`src/rtl/multicycle_main_control.sv`:
```
// Main control FSM for the multi-cycle RV32 core (R-type, LW, SW, BEQ) with illegal-opcode and memory-timeout traps.
// Optional PERF_CNT_EN adds cycle/instruction counters; without it both counter outputs are tied to 0.
module multicycle_main_control #(
  parameter int MEM_TIMEOUT = 16,
  parameter int CNT_W       = 32
) (
  input  logic             clk,
  input  logic             rst,
  input  logic [6:0]       opcode,
  input  logic             zero,
  input  logic             mem_ready,
  output logic             pc_write,
  output logic             pc_src,
  output logic             ir_write,
  output logic             iord,
  output logic             mem_read,
  output logic             mem_write,
  output logic             reg_write,
  output logic             mem_to_reg,
  output logic             alu_src_a,
  output logic [1:0]       alu_src_b,
  output logic [1:0]       aluop,
  output logic             instr_done,
  output logic             err,
  output logic [1:0]       err_code,
  output logic [3:0]       state_o,
  output logic [CNT_W-1:0] cycle_cnt,
  output logic [CNT_W-1:0] instr_cnt
);

  localparam int WAIT_W = $clog2(MEM_TIMEOUT + 2);

  localparam logic [6:0] OP_LOAD   = 7'b0000011;
  localparam logic [6:0] OP_STORE  = 7'b0100011;
  localparam logic [6:0] OP_RTYPE  = 7'b0110011;
  localparam logic [6:0] OP_BRANCH = 7'b1100011;

  localparam logic [1:0] ERR_NONE    = 2'b00;
  localparam logic [1:0] ERR_ILLEGAL = 2'b01;
  localparam logic [1:0] ERR_TIMEOUT = 2'b10;

  typedef enum logic [3:0] {
    S_FETCH    = 4'd0,
    S_DECODE   = 4'd1,
    S_MEM_ADDR = 4'd2,
    S_MEM_RD   = 4'd3,
    S_MEM_WB   = 4'd4,
    S_MEM_WR   = 4'd5,
    S_EXEC_R   = 4'd6,
    S_ALU_WB   = 4'd7,
    S_BRANCH   = 4'd8,
    S_ERR      = 4'd9
  } state_t;

  state_t            r_state;
  state_t            w_next_state;
  logic [1:0]        r_err_code;
  logic [1:0]        w_err_code_next;
  logic [WAIT_W-1:0] r_wait;
  logic              w_wait_state;
  logic              w_timeout;

  // The wait counter holds the number of earlier mem_ready-low cycles in this state,
  // so the current low cycle is the MEM_TIMEOUT-th one when it equals MEM_TIMEOUT-1.
  assign w_wait_state = (r_state == S_FETCH) || (r_state == S_MEM_RD) || (r_state == S_MEM_WR);
  assign w_timeout    = (MEM_TIMEOUT != 0) && w_wait_state && !mem_ready &&
                        (int'(r_wait) == MEM_TIMEOUT - 1);
  assign state_o      = r_state;

  // NOTE: sequential state uses non-blocking assignments so every flop samples pre-edge values.
  always_ff @(posedge clk) begin
    if (rst) begin
      r_state    <= S_FETCH;
      r_err_code <= ERR_NONE;
      r_wait     <= '0;
    end else begin
      r_state    <= w_next_state;
      r_err_code <= w_err_code_next;
      if (w_next_state != r_state)
        r_wait <= '0;
      else if (w_wait_state && !mem_ready)
        r_wait <= r_wait + WAIT_W'(1);
    end
  end

  // NOTE: every signal driven here gets a default first, so no path can infer a latch.
  always_comb begin
    w_next_state    = r_state;
    w_err_code_next = r_err_code;
    pc_write        = 1'b0;
    pc_src          = 1'b0;
    ir_write        = 1'b0;
    iord            = 1'b0;
    mem_read        = 1'b0;
    mem_write       = 1'b0;
    reg_write       = 1'b0;
    mem_to_reg      = 1'b0;
    alu_src_a       = 1'b0;
    alu_src_b       = 2'b00;
    aluop           = 2'b00;
    instr_done      = 1'b0;
    err             = 1'b0;
    err_code        = ERR_NONE;

    if (!rst) begin
      err_code = r_err_code;
      case (r_state)
        S_FETCH: begin
          mem_read  = 1'b1;
          alu_src_b = 2'b01;
          if (mem_ready) begin
            ir_write     = 1'b1;
            pc_write     = 1'b1;
            w_next_state = S_DECODE;
          end else if (w_timeout) begin
            w_next_state    = S_ERR;
            w_err_code_next = ERR_TIMEOUT;
          end
        end
        S_DECODE: begin
          alu_src_b = 2'b10;
          case (opcode)
            OP_LOAD, OP_STORE: w_next_state = S_MEM_ADDR;
            OP_RTYPE:          w_next_state = S_EXEC_R;
            OP_BRANCH:         w_next_state = S_BRANCH;
            default: begin
              w_next_state    = S_ERR;
              w_err_code_next = ERR_ILLEGAL;
            end
          endcase
        end
        S_MEM_ADDR: begin
          alu_src_a    = 1'b1;
          alu_src_b    = 2'b10;
          w_next_state = (opcode == OP_LOAD) ? S_MEM_RD : S_MEM_WR;
        end
        S_MEM_RD: begin
          mem_read = 1'b1;
          iord     = 1'b1;
          if (mem_ready) begin
            w_next_state = S_MEM_WB;
          end else if (w_timeout) begin
            w_next_state    = S_ERR;
            w_err_code_next = ERR_TIMEOUT;
          end
        end
        S_MEM_WB: begin
          reg_write    = 1'b1;
          mem_to_reg   = 1'b1;
          instr_done   = 1'b1;
          w_next_state = S_FETCH;
        end
        S_MEM_WR: begin
          mem_write = 1'b1;
          iord      = 1'b1;
          if (mem_ready) begin
            instr_done   = 1'b1;
            w_next_state = S_FETCH;
          end else if (w_timeout) begin
            w_next_state    = S_ERR;
            w_err_code_next = ERR_TIMEOUT;
          end
        end
        S_EXEC_R: begin
          alu_src_a    = 1'b1;
          aluop        = 2'b10;
          w_next_state = S_ALU_WB;
        end
        S_ALU_WB: begin
          reg_write    = 1'b1;
          instr_done   = 1'b1;
          w_next_state = S_FETCH;
        end
        S_BRANCH: begin
          alu_src_a    = 1'b1;
          aluop        = 2'b01;
          pc_src       = 1'b1;
          pc_write     = zero;
          instr_done   = 1'b1;
          w_next_state = S_FETCH;
        end
        S_ERR: begin
          err = 1'b1;
        end
        default: begin
          w_next_state    = S_ERR;
          w_err_code_next = ERR_ILLEGAL;
        end
      endcase
    end
  end

`ifdef PERF_CNT_EN
  logic [CNT_W-1:0] r_cycle_cnt;
  logic [CNT_W-1:0] r_instr_cnt;

  always_ff @(posedge clk) begin
    if (rst) begin
      r_cycle_cnt <= '0;
      r_instr_cnt <= '0;
    end else begin
      if (r_state != S_ERR)
        r_cycle_cnt <= r_cycle_cnt + CNT_W'(1);
      if (instr_done)
        r_instr_cnt <= r_instr_cnt + CNT_W'(1);
    end
  end

  assign cycle_cnt = rst ? '0 : r_cycle_cnt;
  assign instr_cnt = rst ? '0 : r_instr_cnt;
`else
  assign cycle_cnt = '0;
  assign instr_cnt = '0;
`endif

endmodule

```
`config.mk`:
```
export PLATFORM = sky130hd
export DESIGN_NAME = multicycle_main_control
export DESIGN_NICKNAME = d
export VERILOG_FILES = /design/src/rtl/multicycle_main_control.sv
export SDC_FILE = /design/constraint.sdc
export NUM_CORES = 1
export LEC_CHECK = 0
export ABC_AREA = 1
export CAP_MARGIN = 15
export CORE_ASPECT_RATIO = 1.25
export CORE_MARGIN = 4
export CORE_UTILIZATION = 37
export CTS_CLUSTER_SIZE = 14
export DETAILED_ROUTE_END_ITERATION = 8
export PLACE_DENSITY = 0.82
export SETUP_SLACK_MARGIN = 0.02
export SLEW_MARGIN = 20
export SYNTH_ARGS = -nofsm -noshare
export SYNTH_HDL_FRONTEND = slang
export SYNTH_SLANG_ARGS = --single-unit
```
`constraint.sdc`:
```
create_clock -name clk -period 2.13 [get_ports clk]
set_input_delay 0.3195 -clock clk [delete_from_list [all_inputs] [get_ports clk]]
set_output_delay 0.3195 -clock clk [all_outputs]
set_load 0.01 [all_outputs]
```
==> results of run 1 <==
-- kinds of logic after synthesis --
group	share of synthesized area, %
buf+inv	41.9
simple gates	33.9
flops	15.1
xor+xnor	1.80
compound gates	4.62
other cells	0.257
fa+ha+maj	1.71
mux	0.770
-- worst paths after layout --
path	end	cells after the start
setup reg to reg	r_wait[2]$_SDFFE_PP0P_	13
setup / recovery	mem_to_reg	4
hold / removal	r_err_code[0]$_SDFFE_PP0P_	2
hold reg to reg	r_err_code[0]$_SDFFE_PP0P_	2
-- layout make-up --
cell class                 count  area [sq um]  area share, %
clock buffer                   4          45.0           2.63
inverter                      27           101           5.92
multi-input combinational    185           878           51.3
sequential                    11           229           13.4
tap                           54          67.6           3.95
timing repair buffer          39           390           22.8
-- cells in the mapped netlist, drive strengths merged (2+ instances only) --
cell type  count  area share, %
inv           26            6.7
nand4          4            1.7
clkbuf         2           0.51
ha             2            1.7
xor2           2            1.2
nand3         19            7.5
o21ai          4            1.4
a21oi          5            1.7
nor2          37             11
buf           67             34
nor3           2           0.68
nand2         39             12
dfxtp         11             15
-- worst register-to-register path, cell delays in order (launching register included) --
cell and delay [ns]:
dfxtp_1 0.33, ha_1 0.19, inv_1 0.06, nor2_1 0.05, ha_1 0.21, or2_2 0.28, nand3_1 0.11, nand3_2 0.07
nand2_1 0.06, nand2_1 0.05, nand2_1 0.07, inv_2 0.05, nand2_4 0.10, nor2_2 0.04
-- registers in the layout (all words and copies together) (netlist names) --
name        count
r_err_code      2
r_wait          5
state_o         4
-- what timing repair did --
action,in CTS,in global routing
pin swaps,0,1
setup endpoints to repair,11,6
resized for setup,4,8
-- report_power, final --
part | internal [mW] | switching, mW | leakage (nW)
Clock | 0.131 | 0.0773 | 0.0228
Combinational | 0.141 | 0.218 | 0.801
Sequential | 0.219 | 0.0170 | 0.0913
Total | 0.491 | 0.312 | 0.915
-- through the flow --
stage | setup TNS [ns] | total power [mW]
2_1_floorplan | 0 | 0.566
3_3_place_gp | 0 | 0.594
3_5_place_dp | 0 | 0.596
4_1_cts | 0 | 0.818
5_1_grt | -0.0260 | 0.868
6_report | 0 | 0.803
-- routing by layer --
layer | wire, microns | vias up | track usage, %
met2 | 1440 | 65 | 21.3
met4 | 67 | 0 | 4.65
li1 | - | 655 | -
met3 | 309 | 6 | 2.72
met1 | 972 | 555 | 9.30
met5 | 0 | - | 0
==> flow_summary.json, run 1 <==
{
  "fin_util_pct": 45.2,
  "clock_sinks": 11,
  "finalCriticalPeriod_ns": 2.06,
  "r2r-start": "r_wait[0]$_SDFFE_PP0P_",
  "worstSetupEndpointType": "output pin",
  "final_cell_mix": "64 x conb_1, 33 x nand2_1, 28 x clkdlybuf4s50_1, 25 x nor2_1, 21 x inv_1",
  "dieHeight_microns": 78.3,
  "critical_path_arrival_ns": 1.74,
  "rrSetupSlack_ns": 0.34,
  "grt_pass1_wl_microns": 4310,
  "io_pins": 96,
  "io_buffers": 31,
  "die_w_microns": 64.2,
  "place_hpwl_microns": 2430,
  "drc": 0,
  "path_clk_slew_ns": 0.05,
  "htreeDepth": 1,
  "synth_edf_count": 0,
  "place_area_sq_mm": 0.00164,
  "finalNetCount": 280,
  "crit_path_top_delay_cell": "clkdlybuf4s50_1",
  "dr.first_iter.drc_count": 38,
  "finClkSkew_ns": 0.00390,
  "nFillCells": 395,
  "hp-start": "r_err_code[0]$_SDFFE_PP0P_",
  "dr.pass1.iters": 4,
  "ant_nets": 0,
  "final_area_sq_mm": 0.00171,
  "wl_per_cell_microns": 8.73,
  "setup_viol": 0,
  "crit_type": "in2out",
  "cts_hold_buf": 0,
  "fmax_ghz": 0.486,
  "synth_top_flop_cell": "dfxtp_1",
  "hold_viol_final": 0,
  "hp-class": "reg2reg",
  "powerDensity_mw_per_mm2": 469,
  "startpoint": "rst",
  "netlist_instances": 229,
  "grt_max_degree": 21,
  "avgSynthCellArea_sq_um": 6.38,
  "crit_fanout": 20,
  "drv_slew": 0,
  "status": "completed",
  "syn_area_sq_mm": 0.00146,
  "timing.hold.ws_ns": 0.451,
  "routed_wl_microns": 2790,
  "rsz0062_at_grt": "yes",
  "cap_violations": 0,
  "stdcell_count": 320,
  "cp-start-kind": "input port",
  "ir_drop_v": 0.000179,
  "area_growth_syn_to_layout_pct": 17.1,
  "numCtsBuffers": 3,
  "post_route_cells_drive_above_1_share_pct": 15.8,
  "cts_setup_buffers": 0,
  "worstPathRequired_ns": 1.81,
  "layout_commonest_cell": "conb_1",
  "clockBufferDepth": 2,
  "crit_family": "buffers and inverters",
  "vias": 1281,
  "vias_per_cell": 4.00,
  "cp_cell_sequence": "clkdlybuf4s50_1, buf_12, nor4_1, clkdlybuf4s50_1",
  "num_rows": 25,
  "yosysSeqAreaShare_pct": 15.1,
  "ys.warnings.count": 0,
  "root_buffer": "clkbuf_8",
  "routabilityCongestion": 0.930,
  "placed_cells": 316,
  "cts_tree": "yes",
  "path_buf_inv": 3,
  "diodes": 0,
  "clk_latency_ns": 0.24,
  "ys_ff_latch": 11,
  "track_usage_pct": 10.5,
  "yosysUniqueCellTypes": 28,
  "path_common_cell": "clkdlybuf4s50_1",
  "die_area_sq_mm": 0.00503,
  "power.leakage_nw": 0.915,
  "fin_crit_sh_pct": 96.6,
  "grt_pass1_vias": 1058,
  "grt_remaining_overflow": 0,
  "critPathMaxStageDelay_ns": 0.58,
  "dp_worst_setup_slack_ns": 0.0355,
  "antenna_found_initial": 0,
  "async_reset_ff_share_pct": 0,
  "core_sq_mm": 0.00378,
  "start_util_pct": 38.6,
  "worst_slack_ns": 0.0723
}
Note: power is estimated with default switching activity, not from simulation.
==> inputs of run 2 (changes only) <==
- PLACE_DENSITY: 0.82 -> unset
- PLACE_DENSITY_LB_ADDON: unset -> 0.12
==> run 2 against run 1 <==
Non-clock buffer count grew 2. Combinational power rose by 1%. Maximum frequency down 1.4%. Via count decreased by 3.7%. Clock skew increased by 0.0016 ns.
==> flow_summary.json, run 2 (synthesized netlist as in run 1, its figures left out) <==
{
  "place_area_sq_mm": 0.00165,
  "hold_end": "r_err_code[0]$_SDFFE_PP0P_",
  "diodes": 0,
  "grt_pass1_vias": 1063,
  "wl_per_cell_microns": 9.41,
  "grt_remaining_overflow": 0,
  "setup_viol": 0,
  "post_route_cells_drive_above_1_share_pct": 17.5,
  "status": "completed",
  "antenna_found_initial": 0,
  "ff2ff_path_depth": 13,
  "hold_viol_final": 0,
  "path_clk_slew_ns": 0.05,
  "final_area_sq_mm": 0.00173,
  "finalCriticalPeriod_ns": 2.09,
  "r2r-start": "r_wait[0]$_SDFFE_PP0P_",
  "die_area_sq_mm": 0.00503,
  "timing.rr.end": "r_wait[3]$_SDFFE_PP0P_",
  "fin_crit_sh_pct": 97.9,
  "cp_cell_sequence": "clkdlybuf4s50_1, buf_12, nor4_1, clkdlybuf4s50_1",
  "area_growth_syn_to_layout_pct": 18.7,
  "drv_slew": 0,
  "rrSetupSlack_ns": 0.33,
  "hp-start": "r_err_code[0]$_SDFFE_PP0P_",
  "top_register": "r_wait",
  "intPower_mw": 0.493,
  "clockPowerShare_pct": 25.7,
  "num_rows": 25,
  "drc": 0,
  "dr.pass1.iters": 4,
  "clk_latency_ns": 0.24,
  "largest_reg_flops": 5,
  "holdPathStages": 2,
  "cp-start-kind": "input port",
  "power_switching_mw": 0.317,
  "crit_path_top_delay_cell": "clkdlybuf4s50_1",
  "cts_hold_buf": 0,
  "crit_type": "in2out",
  "grt_max_degree": 21,
  "worstSetupEndpointType": "output pin",
  "start_util_pct": 38.6,
  "crit_fanout": 20,
  "path_common_cell": "clkdlybuf4s50_1",
  "routabilityCongestion": 0.810,
  "crit_family": "buffers and inverters",
  "die_w_microns": 64.2,
  "root_buffer": "clkbuf_8",
  "ant_nets": 0,
  "finalNetCount": 282,
  "setup_tns_ns": 0,
  "fmax_ghz": 0.479,
  "critPathMaxStageDelay_ns": 0.58,
  "hp-class": "reg2reg",
  "rsz0062_at_grt": "no",
  "nFillCells": 434,
  "clockBufferDepth": 2,
  "worstPathRequired_ns": 1.81,
  "cts_tree": "yes",
  "clock_sinks": 11,
  "power.leakage_nw": 0.941,
  "track_usage_pct": 11.5,
  "cap_violations": 0,
  "vias": 1233,
  "path_buf_inv": 3,
  "vias_per_cell": 3.83,
  "sw_frac_of_total_pct": 39.1,
  "dr.first_iter.drc_count": 62,
  "numCtsBuffers": 3,
  "htreeDepth": 1,
  "p_comb_share_pct": 44.9,
  "ir_drop_v": 0.000444,
  "routed_wl_microns": 3030,
  "cts_setup_buffers": 0,
  "io_pins": 96,
  "powerDensity_mw_per_mm2": 467,
  "critical_path_arrival_ns": 1.77,
  "final_cell_mix": "64 x conb_1, 33 x nand2_1, 27 x clkdlybuf4s50_1, 23 x nor2_1, 21 x inv_1",
  "core_sq_mm": 0.00378,
  "power.share.sequential_pct": 29.4,
  "finClkSkew_ns": 0.00550,
  "grt_pass1_wl_microns": 4680,
  "place_hpwl_microns": 2610,
  "dieHeight_microns": 78.3,
  "io_buffers": 31,
  "layout_commonest_cell": "conb_1"
}
[run 2: per-layer routing]
layer	part of all wire [%]	GRT usage [%]
met2	53	21.9
met4	0.53	3.81
met5	0	0
met1	39	12.6
met3	7.2	1.86
[run 2: worst max path at each step]
stage	startpoint	endpoint	cells after the start
global placement	mem_ready	pc_write	6
detailed placement	mem_ready	pc_write	6
global route	rst	mem_to_reg	4
finish	rst	mem_to_reg	4
CTS	mem_ready	pc_write	6
floorplan	r_wait[0]$_SDFFE_PP0P_	r_wait[0]$_SDFFE_PP0P_	13
[run 2: power groups by stage]
stage	clock network, mW	logic [mW]	registers (mW)
2_1_floorplan	0	0.332	0.235
3_3_place_gp	0	0.361	0.240
3_5_place_dp	0	0.361	0.240
4_1_cts	0.218	0.362	0.238
5_1_grt	0.228	0.406	0.241
6_report	0.208	0.363	0.238
[run 2: worst min-delay path: stages (launching register included)]
cell	delay (ns)
dfxtp_1	0.29
inv_1	0.06
a21oi_1	0.06
[run 2: cell type report]
cell class	instances	area [sq um]	share of cell area (%)
multi-input combinational	185	883	50.9
timing repair buffer	41	408	23.5
tap	54	67.6	3.90
inverter	27	101	5.84
clock buffer	4	45.0	2.60
sequential	11	229	13.2
[run 2: metrics by stage]
step	instances	util (%)	hold slack, ns	setup WS (ns)	total power, mW
2_1_floorplan	292	-	0.432	0.451	0.566
3_3_place_gp	318	43.7	0.453	0.0474	0.601
3_5_place_dp	318	43.7	0.449	0.0396	0.601
4_1_cts	322	45.0	0.456	0.0288	0.818
5_1_grt	322	45.8	0.493	0.0264	0.875
6_report	322	45.8	0.449	0.0438	0.809
[run 2: timing repair]
item	4_1_cts	5_1_grt
endpoints found under the setup margin	10	8
resized for setup	4	11
endpoints found under the hold margin	0	0
